**config.mk**
```make
export PLATFORM = sky130hd
export DESIGN_NAME = ram_port_ctrl
export DESIGN_NICKNAME = d
export VERILOG_FILES = /design/src/rtl/ram_port_ctrl.sv
export SDC_FILE = /design/constraint.sdc
export NUM_CORES = 1
export LEC_CHECK = 0
export ABC_AREA = 1
export CORE_UTILIZATION = 43
export DETAILED_ROUTE_END_ITERATION = 6
export PLACE_DENSITY = 0.81
export SLEW_MARGIN = 25
export SYNTH_ARGS = -nofsm -noshare
export SYNTH_HDL_FRONTEND = slang
export SYNTH_SLANG_ARGS = --single-unit
```
**constraint.sdc**
```tcl
create_clock -name clk -period 2.65 [get_ports clk]
set_clock_uncertainty 0.1 [all_clocks]
set_input_delay 0.795 -clock clk [delete_from_list [all_inputs] [get_ports clk]]
set_output_delay 0.795 -clock clk [all_outputs]
set_load 0.1 [all_outputs]
```
**src/rtl/ram_port_ctrl.sv**
```systemverilog
// ram_port_ctrl: sequences single word reads/writes from a simple core bus onto a synchronous RAM port.
// Optional macro RAM_PORT_POSTED_WRITE_EN: posted writes, and new requests are taken during the write cycle.
module ram_port_ctrl #(
    parameter int          DATA_W  = 32,
    parameter int          ADDR_W  = 10,
    parameter int          RD_LAT  = 1,
    parameter logic [31:0] IO_BASE = 32'hFFFF_0000
) (
    input  logic                clk,
    input  logic                reset_n,
    input  logic [31:0]         cpu_addr,
    input  logic [DATA_W-1:0]   cpu_wdata,
    input  logic [DATA_W/8-1:0] cpu_wmask,
    input  logic                cpu_rstrb,
    output logic [DATA_W-1:0]   cpu_rdata,
    output logic                cpu_rbusy,
    output logic                cpu_wbusy,
    output logic [ADDR_W-1:0]   ram_addr,
    output logic [DATA_W-1:0]   ram_wdata,
    output logic                ram_wen,
    output logic                ram_rden,
    output logic [DATA_W/8-1:0] ram_byteena,
    input  logic [DATA_W-1:0]   ram_rdata,
    output logic                oor_err
);
    localparam int MASK_W = DATA_W / 8;
    localparam int BL     = $clog2(MASK_W);
    localparam int CNT_W  = $clog2(RD_LAT + 1);

    localparam logic [1:0] IDLE     = 2'd0;
    localparam logic [1:0] RD_ISSUE = 2'd1;
    localparam logic [1:0] RD_WAIT  = 2'd2;
    localparam logic [1:0] WR       = 2'd3;

`ifdef RAM_PORT_POSTED_WRITE_EN
    localparam logic POSTED = 1'b1;
`else
    localparam logic POSTED = 1'b0;
`endif

    logic [1:0]        state_r, state_s;
    logic [CNT_W-1:0]  cnt_r, cnt_s;
    logic              rbusy_r, rbusy_s;
    logic              wbusy_r, wbusy_s;
    logic [DATA_W-1:0] rdata_s;
    logic [ADDR_W-1:0] addr_s;
    logic [DATA_W-1:0] wdata_s;
    logic [MASK_W-1:0] be_s;
    logic              wen_s, rden_s, oor_s;
    logic              accept_en_s, rd_req_s, wr_req_s, out_of_range_s;
    logic [ADDR_W-1:0] word_addr_s;

    // Request decode; a read strobe always wins over a simultaneous write mask.
    always_comb begin
        accept_en_s    = (state_r == IDLE) || (POSTED && (state_r == WR));
        rd_req_s       = accept_en_s && cpu_rstrb;
        wr_req_s       = accept_en_s && !cpu_rstrb && (|cpu_wmask);
        out_of_range_s = (cpu_addr >= IO_BASE);
        word_addr_s    = cpu_addr[ADDR_W+BL-1:BL];
    end

    // Next-state and next-output computation; every RAM strobe is registered from here.
    always_comb begin
        state_s = state_r;
        cnt_s   = cnt_r;
        rbusy_s = rbusy_r;
        wbusy_s = 1'b0;
        rdata_s = cpu_rdata;
        addr_s  = ram_addr;
        wdata_s = '0;
        be_s    = '0;
        wen_s   = 1'b0;
        rden_s  = 1'b0;
        oor_s   = 1'b0;
        case (state_r)
            IDLE: begin
                state_s = IDLE;
            end
            RD_ISSUE: begin
                state_s = RD_WAIT;
                cnt_s   = CNT_W'(RD_LAT);
            end
            RD_WAIT: begin
                // Capture on the last wait cycle, when ram_rdata is valid.
                if (cnt_r <= CNT_W'(1)) begin
                    state_s = IDLE;
                    cnt_s   = '0;
                    rdata_s = ram_rdata;
                    rbusy_s = 1'b0;
                end else begin
                    cnt_s = cnt_r - CNT_W'(1);
                end
            end
            WR: begin
                state_s = IDLE;
            end
            default: begin
                state_s = IDLE;
                cnt_s   = '0;
                rbusy_s = 1'b0;
            end
        endcase
        if (rd_req_s || wr_req_s) begin
            if (out_of_range_s) begin
                state_s = IDLE;
                oor_s   = 1'b1;
                if (rd_req_s) begin
                    rdata_s = '0;
                end else begin
                    rdata_s = cpu_rdata;
                end
            end else if (rd_req_s) begin
                state_s = RD_ISSUE;
                addr_s  = word_addr_s;
                rbusy_s = 1'b1;
                rden_s  = 1'b1;
            end else begin
                state_s = WR;
                addr_s  = word_addr_s;
                wdata_s = cpu_wdata;
                be_s    = cpu_wmask;
                wen_s   = 1'b1;
                wbusy_s = !POSTED;
            end
        end else begin
            oor_s = 1'b0;
        end
    end

    // State, counter and all registered outputs.
    always_ff @(posedge clk or negedge reset_n) begin
        if (!reset_n) begin
            state_r     <= IDLE;
            cnt_r       <= '0;
            rbusy_r     <= 1'b0;
            wbusy_r     <= 1'b0;
            cpu_rdata   <= '0;
            ram_addr    <= '0;
            ram_wdata   <= '0;
            ram_byteena <= '0;
            ram_wen     <= 1'b0;
            ram_rden    <= 1'b0;
            oor_err     <= 1'b0;
        end else begin
            state_r     <= state_s;
            cnt_r       <= cnt_s;
            rbusy_r     <= rbusy_s;
            wbusy_r     <= wbusy_s;
            cpu_rdata   <= rdata_s;
            ram_addr    <= addr_s;
            ram_wdata   <= wdata_s;
            ram_byteena <= be_s;
            ram_wen     <= wen_s;
            ram_rden    <= rden_s;
            oor_err     <= oor_s;
        end
    end

    // Busy outputs; with posted writes a request taken during WR also stalls the core that cycle.
    always_comb begin
        if (POSTED && (state_r == WR) && !out_of_range_s) begin
            cpu_rbusy = rbusy_r || rd_req_s;
            cpu_wbusy = wbusy_r || wr_req_s;
        end else begin
            cpu_rbusy = rbusy_r;
            cpu_wbusy = wbusy_r;
        end
    end
endmodule

```
==> Word level (Yosys, flattened, before mapping) <==
Index checks and enable logic that the tools add are counted.
{ "word_totals": {"latch_bits": 0, "mem_bits_ro": 0, "register_bits": 85, "mem_count": 0, "inputBits": 103, "mem_bits_rw": 0} }
{ "classes": {"shift": 0, "bitwise_logic": 1, "div": 0, "addsub": 1, "mux": 31, "n_eq_ne": 5, "n_lt_le_gt_ge": 2, "reduce_logical": 10, "multipliers": 0} }
{ "op_table": {"columns": ["cell", "count"], "rows": [
  ["2-to-1 mux 32 bit", 8],
  [">= comparator 32 bit, second input constant", 1],
  ["2-to-1 mux 1 bit", 14],
  ["2-to-1 mux 4 bit", 3],
  ["2-to-1 mux 2 bit", 4],
  ["inequality test 3 bit, second input constant", 2],
  ["one-hot mux 2 bit (3 select lines)", 1],
  ["equality test 2 bit, second input constant", 2],
  ["OR reduction 4 bit", 1],
  ["logical AND 1 bit", 3],
  ["equality test 2 x 1 -> 1 bit, second input constant", 1],
  ["zero test 2 bit", 1],
  ["one-hot mux 1 bit (2 select lines)", 1],
  ["AND reduction 2 bit", 1],
  ["nonzero test 2 bit", 1],
  ["OR reduction 2 bit", 1],
  ["less-or-equal comparator 1 bit, second input constant", 1],
  ["zero test 1 bit", 1],
  ["logical OR 1 bit", 1],
  ["inverter 1 bit", 1],
  ["subtractor 1 bit, second input constant", 1]
]} }

==> Longest topological paths before layout <==
{ "logic_depth": {"word_depth": 6, "ltp_mapped": 9, "ltp_nobuf": 8} }

==> Worst setup path after synthesis <==
Ideal clock, no wire load.
{ "synth_path": {"path_type": "flip-flop to output port", "start": "reg cpu_wbusy (netlist name)", "end": "out ram_wen", "arrival_ns": 1.324, "n_path_buf": 1, "required_time_ns": 1.755, "path_slack_ns": 0.431, "stages_incl_launch_ff": 2, "cell_sequence": "dfrtp_1 -> buf_4"} }
{ "synth_rtl": {"columns": ["item", "line_no", "source"], "rows": [
  ["to (decl)", "20", "output logic ram_wen,"]
]} }

==> Worst setup path in the final report <==
{ "layout_path": {"start": "in cpu_addr[22]", "end": "reg cpu_rdata[30]"} }
{ "layout_between": {"elab_chain_cells": 3, "elab_cells_between_ends": 4} }
{ "layout_lines": {"columns": ["item", "line_no", "source"], "rows": [
  ["from (decl)", "11", "input logic [31:0] cpu_addr,"],
  [">= comparator 32 bit (*)", "58", "out_of_range_s = (cpu_addr >= IO_BASE);"],
  ["2-to-1 mux 32 bit", "104", "if (out_of_range_s) begin"],
  ["2-to-1 mux 32 bit", "103", "if (rd_req_s || wr_req_s) begin"],
  ["to (signal assigned)", "149", "cpu_rdata <= rdata_s;"],
  ["to (decl)", "15", "output logic [DATA_W-1:0] cpu_rdata,"]
]} }
Every way passes the cells marked *; elsewhere a longest branch is shown, timed or not.
A chain may end at the register's enable or synchronous reset.

==> impl_metrics.json <==
{
  "status": "finished, final reports clean",
  "num_antenna_cells": 0,
  "cp-end-kind": "flip-flop",
  "path_clk_slew_ns": 0.09,
  "num-nets-final": 737,
  "critPathLaunchType": "input pin",
  "rr_worst_depth": 6,
  "grt_max_degree": 45,
  "worst-path-buf-inv": 2,
  "cpPeakStageDelay_ns": 0.49,
  "cts_max_level": 3,
  "worstPathRequired_ns": 2.84,
  "slew_headroom_pct": 59.08,
  "clk_latency_ns": 0.34,
  "yosysWarnings": 0,
  "rows": 33,
  "post_drt_wl_per_cell_um": 13.02,
  "yosys.area_share.simple_pct": 33.95,
  "cp_top_family": "buffers and inverters",
  "slew_violations": 0,
  "track_usage_pct": 22.31,
  "grt_pass1_vias": 3348,
  "clockRootBuffer": "clkbuf_8",
  "synth_top_family_by_area": "simple AND/OR/NAND/NOR gates",
  "first_pass_iters": 6,
  "drc": 0,
  "synthCells": 462,
  "fp.coreArea_um2": 8299,
  "num-fill-cells": 684,
  "synth_compound_area_share_pct": 0.8051,
  "via_per_inst": 4.829,
  "wirelength_mm": 9.675,
  "critical_path_class": "input pin to flip-flop",
  "cts_resized": 0,
  "place.gp.congestion": 0.8398,
  "cts.path.max_buffers": 2,
  "cp_slowest_cell": "clkdlybuf4s50_1",
  "clock.fmax_mhz": 469.4,
  "ys_ff_latch": 84,
  "worstPathArrival_ns": 2.32,
  "synth_fp_nets": 565,
  "synthAdderAreaFrac_pct": 0,
  "routed-via-count": 3588,
  "finalHoldViolations": 0,
  "grt-ovfl-total": 0,
  "hold_class": "input pin to asynchronous set/reset pin",
  "final_cell_mix": "180 x nand2_1, 95 x clkdlybuf4s50_1, 91 x buf_4",
  "min_period_ns": 2.130,
  "path_cells": "clkdlybuf4s50_1 > nand2_1 > nor2_1 > nand2_1 > nor2_4 > buf_4 > nand4_1 > nand2_1",
  "dieArea_um2": 9051,
  "worst_pin_slew_ns": 0.6137,
  "synthXorXnorAreaFrac_pct": 0,
  "finalSetupTns_ns": 0,
  "die_w_um": 95.14,
  "ctsHoldBuffers": 0,
  "drive_gt1_share_pct": 18.50,
  "ys_types": 17,
  "post_cts_buffers": 0,
  "synthMuxAreaShare_pct": 0,
  "cts_tree": "built",
  "cts.sink_count": 84,
  "regToRegSetupSlack_ns": 0.76,
  "syn_avg_cell_area_um2": 8.073,
  "yosysSeqAreaShare_pct": 56.36,
  "final_common_cell": "nand2_1",
  "finalSetupViolCount": 0,
  "dp_hpwl_mm": 6.956,
  "drtIter0Drc": 148,
  "start_util_pct": 44.94,
  "antenna_found_initial": 0,
  "fp.dieH_um": 95.14,
  "ant_nets": 0,
  "rsz0062_at_grt": "false",
  "worstReg2RegStart": "state_r[1]",
  "r2r_end": "ram_wdata[24]",
  "grt_pass1_wl_mm": 15.43,
  "crit_fanout": 34,
  "cap_violations": 0,
  "port_buffers": 179,
  "io_pins": 186,
  "crit_top_cell": "nand2_1",
  "syn_area_um2": 3730,
  "area_delta_synth_final_pct": 50.62,
  "numCtsBuffers": 9,
  "post-route-period-util_pct": 80.39
}
-- area by class of cell --
cell class | count | area (µm²) | area share, %
Clock buffer | 9 | 123.9 | 2.205
Clock inverter | 6 | 90.09 | 1.604
Inverter | 48 | 180.2 | 3.207
Multi-Input combinational cell | 302 | 1296 | 23.07
Sequential cell | 84 | 2102 | 37.42
Tap cell | 105 | 131.4 | 2.339
Timing Repair Buffer | 189 | 1694 | 30.16
-- metal layers --
layer  wire, µm  global-route usage, %
met1       3843                  25.57
met2       4848                  39.46
met3        785                  5.901
met4        198                  8.712
met5          0                      0
-- state kept, by name (all words and copies together), names as in the netlist, 2 cells and up --
register / cells
cpu_rdata: 32
ram_wdata: 32
ram_addr: 10
ram_byteena: 4
state_r: 2
-- per-stage QoR --
step	instances	cell area [µm²]	util [%]	setup slack, ns	hold WS, ns
2_1_floorplan	462	3730	-	0.4310	0.3994
3_3_place_gp	728	5404	65.11	0.1767	0.3557
3_5_place_dp	728	5404	65.11	0.1342	0.3664
4_1_cts	743	5618	67.69	0.5038	0.3497
5_1_grt	743	5618	67.69	0.3687	0.3677
6_report	743	5618	67.69	0.5197	0.3305
-- worst max path at each step --
stage | cells past startpoint | end | from | slack, ns
after global routing | 8 | cpu_rdata[30] | cpu_addr[18] | 0.37
after floorplan | 1 | ram_wen | cpu_wbusy | 0.43
final | 8 | cpu_rdata[30] | cpu_addr[22] | 0.52
after detailed placement | 8 | ram_wdata[20] | cpu_wmask[3] | 0.13
after global placement | 8 | ram_wdata[10] | cpu_wmask[3] | 0.18
after CTS | 8 | ram_wdata[20] | cpu_wmask[3] | 0.50
-- Yosys cell counts (all sizes together) --
| cell | number | area, µm² |
|---|---|---|
| or2 | 1 | 6.260 |
| nor2 | 51 | 214.0 |
| o21ai | 2 | 13.76 |
| inv | 48 | 180.2 |
| dfrtp | 84 | 2102 |
| nand4 | 32 | 200.2 |
| buf | 20 | 121.4 |
| o21bai | 1 | 7.510 |
| nand2 | 180 | 675.7 |
| a21oi | 1 | 8.760 |
| clkbuf | 8 | 30.03 |
| nand3 | 34 | 170.2 |
-- logic make-up (layout without fill, tap and decap cells) --
logic type / count (synthesis) / after routing
compound gates: 4 / 4
simple gates: 298 / 298
flops: 84 / 84
buf+inv: 76 / 252
Power is left out: the tool's default activity adds up to more than one toggle a clock period on the data nets, which glitch-free logic cannot reach.
==> variant 1 (same flow settings) <==
The parameter `DATA_W` goes from 32 to 64.
--- a/src/rtl/ram_port_ctrl.sv
+++ b/src/rtl/ram_port_ctrl.sv
@@ -3,3 +3,3 @@
 module ram_port_ctrl #(
-    parameter int          DATA_W  = 32,
+    parameter int          DATA_W  = 64,
     parameter int          ADDR_W  = 10,
Interface: changed (6 resized); port bits go from 186 to 322. The function was not compared with the original's and may differ.
==> variant 1 against the unedited design <==
  * Sequential share of layout area is 0.42 points lower
  * Register-to-register slack better by 0.17 ns
  * Worst setup slack gained 0.044 ns
  * Synthesized cell count increased by 77%
  * Critical path type unchanged
  * Global-route usage up 2.5 points
  * Routed wire length increased by 100%
  * Via count up 74%
  * Area after synthesis increased by 79%
  * Design area increased by 83%
  * Highest routed layer unchanged
  * Sequential cell count increased by 68
Power is not shown: default switching activity piles up to over one toggle a cycle in this logic, so the estimate is an artifact.
==> variant 1: results (changes against the unedited design) <==
[outcome]
status = finished clean

[timing]
fmax_mhz = 479  ; +2.1%
worst_pin_slew_ns = 0.573  ; -0.0410 ns
whs_ns = 0.183  ; -0.147 ns

[global_route]
first_global_vias = 5862  ; +75%
use_met2_pct = 41.6  ; +2.1 points
met1_usage_pct = 30.3  ; +4.8 points
grt_pass1_wl_um = 30600  ; +98%
grtUsageTotal_pct = 24.8  ; +2.5 points

[route]
met2_length_um = 9760  ; +100%
route.detailed.wl_per_inst_um = 14.8  ; +14%
vias_per_cell = 4.75  ; -1.6%
drt_iter0_drc = 287  ; +94%
first_pass_iters = 4  ; -2
wl_met1_um = 7760  ; +100%
met3_length_um = 1750  ; +120%

[critical_path]
cp.arrival_ns = 2.34  ; +0.02 ns
r2r_cells = 7  ; +1
reg2reg_from = state_r[1]$_DFF_PN0_
r2r_slack_ns = 0.93  ; +0.17 ns
max_stage_delay_ns = 0.47  ; -0.02 ns
cp_max_fo = 11  ; -68%
crit_start = cpu_addr[17]
r2r-end = cpu_rdata[52]$_DFFE_PN0P_

[clock_network]
htreeDepth = 4  ; +1
clk_latency_ns = 0.41  ; +0.07 ns
ctsResizeCount = 0  ; unchanged
numCtsBuffers = 17  ; +8
cts_setup_buffers = 0  ; unchanged
root_buffer = clkbuf_16

[layout]
final_cells = 1316  ; +77%
top_regs = cpu_rdata x64, ram_wdata x64, ram_addr x10
post_route_cells_drive_above_1_share_pct = 18.6  ; +0.12 points

[placement]
pre_cts_ws_ns = 0.117  ; -0.0169 ns
dp_hpwl_um = 13400  ; +92%
place.gp.congestion = 0.832  ; -0.96%
io_buffers = 315  ; +76%

[synth]
synth-seq-area-share_pct = 57.1  ; +0.71 points
yosysTopAreaCellShare_pct = 57.1  ; +0.71 points
syn_nets = 990  ; +75%
synth_cells = 819  ; +77%
ys_top_cells_by_area = dfrtp_1, nand2_1, inv_1
synth_cell_types = 16  ; -1
synthTopCellsByCount = nand2_1, dfrtp_1, inv_1

==> variant 1: cell types whose count changed after synthesis, moves of 13 or more <==
cell / unedited run / this run
nand4_1: 32 / 64
dfrtp_1: 84 / 152
nand3_1: 34 / 13
buf_2: 16 / 29
nor2_1: 48 / 92
o21ai_1: 0 / 55
nand2_1: 180 / 233
inv_1: 45 / 140
==> variant 1: area by class of cell <==
type,instances,area [um2]
Clock buffer,17,425
Clock inverter,15,191
Fill cell,1206,4860
Inverter,143,537
Multi-Input combinational cell,470,2050
Sequential cell,152,3800
Tap cell,188,235
Timing Repair Buffer,331,3030
==> variant 1: kinds of logic (layout without fill, tap and decap cells) <==
logic type	Yosys count	after routing	share of synthesized area [%]
AOI/OAI and AO/OA	65	65	4.88
DFF	152	152	57.1
and+or+nand+nor	405	405	25.6
buffers and inverters	197	506	12.5
==> variant 1: critical path, delay by kind of cell <==
family / cells / cell delay (ns)
and+or+nand+nor: 7 / 1.00
buffers and inverters: 2 / 0.54
==> variant 2 (same settings) <==
Made on the original files. Reset style: synchronous (`reset_n`), changed in one clocked block.
--- a/src/rtl/ram_port_ctrl.sv
+++ b/src/rtl/ram_port_ctrl.sv
@@ -130,3 +130,3 @@
     // State, counter and all registered outputs.
-    always_ff @(posedge clk or negedge reset_n) begin
+    always_ff @(posedge clk) begin
         if (!reset_n) begin
Function: differs if reset_n is asserted again (counterexample within 4 cycles, from zero or initial values and one cycle with reset_n low); with reset_n held inactive, the same outputs for 4 cycles.
==> variant 2 against the unedited design <==
  * Sequential cell count unchanged
  * Design area fell by 7.8%
  * Worst setup slack got worse by 0.11 ns
  * Worst hold slack gained 0.068 ns
  * Area after synthesis shrank 11%
  * Critical path depth fell by 1
  * Routed wire length down 6.9%
  * Critical path type unchanged
  * Critical endpoint is now cpu_rbusy$_SDFF_PN0_
==> variant 2: results (changes against the unedited design) <==
[global_route]
use_met3_pct = 8.97  ; +3.1 points
grt_pass1_wl_um = 15000  ; -3.1%
grtUsageTotal_pct = 22.8  ; +0.48 points
met1_usage_pct = 25.3  ; -0.26 points
grt_max_degree = 66  ; +47%
use_met2_pct = 38.8  ; -0.62 points

[timing]
layout_setup_ws_ns = 0.405  ; -0.115 ns
slew_headroom_pct = 58.2  ; -0.88 points

[placement]
place.gp.congestion = 0.787  ; -6.3%
dp_hpwl_um = 6490  ; -6.6%
place_area_mm2 = 0.00498  ; -7.8%
pre_cts_ws_ns = 0.0722  ; -0.0620 ns

[synth]
async_reset_ff_share_pct = 0  ; -100 points
yosysTopAreaCellShare_pct = 50.5  ; -5.8 points
synth-seq-area-share_pct = 50.5  ; -5.8 points
syn_nets = 555  ; -1.8%
synth_cell_types = 19  ; +2
synthTopCellsByCount = dfxtp_1, nand2_1, inv_1
ys_top_cells_by_area = dfxtp_1, nand2_1, inv_1

[outcome]
status = finished clean

[route]
met2_length_um = 4360  ; -10%
route.detailed.wl_per_inst_um = 12.4  ; -4.8%
met3_length_um = 928  ; +18%
drt-total-wl_um = 9010  ; -6.9%
first_pass_iters = 5  ; -1
drt_iter0_drc = 123  ; -17%
vias_per_cell = 4.70  ; -2.6%
wl_met1_um = 3520  ; -8.3%

[critical_path]
cp.arrival_ns = 2.42  ; +0.10 ns
crit_family = simple AND/OR/NAND/NOR gates
reg2reg_from = state_r[1]$_SDFF_PN0_
r2r_slack_ns = 1.04  ; +0.28 ns
r2r-end = cpu_rbusy$_SDFF_PN0_
crit_start = cpu_wmask[3]

[min_path]
min_path_type = reg -> reg

[layout]
post_route_cells_drive_above_1_share_pct = 19.1  ; +0.61 points
fillCellCount = 584  ; -15%

[power_and_ir_drop]
p_total_uw = 3590

## variant 2: final cells by class
cell class                      count  area (um2)  share of cell area [%]
Clock buffer                        9         124                    2.39
Clock inverter                      7        73.8                    1.42
Inverter                           75         282                    5.43
Multi-Input combinational cell    263        1190                    23.0
Sequential cell                    84        1680                    32.4
Tap cell                           99         124                    2.39
Timing Repair Buffer              190        1700                    32.9
## variant 2: cell families after synthesis
| kind of cell | count (synthesis) | share of synthesized area [%] |
|---|---|---|
| AOI/OAI and AO/OA | 79 | 12.1 |
| buffers and inverters | 105 | 13.7 |
| and+or+nand+nor | 184 | 23.7 |
| DFF | 84 | 50.5 |
## variant 2: stage by stage
step / hold WS [ns] / util, %
3_5_place_dp: 0.385 / 67.6
4_1_cts: 0.396 / 70.3
2_1_floorplan: 0.366 / -
6_report: 0.399 / 70.3
5_1_grt: 0.426 / 70.3
3_3_place_gp: 0.372 / 67.6
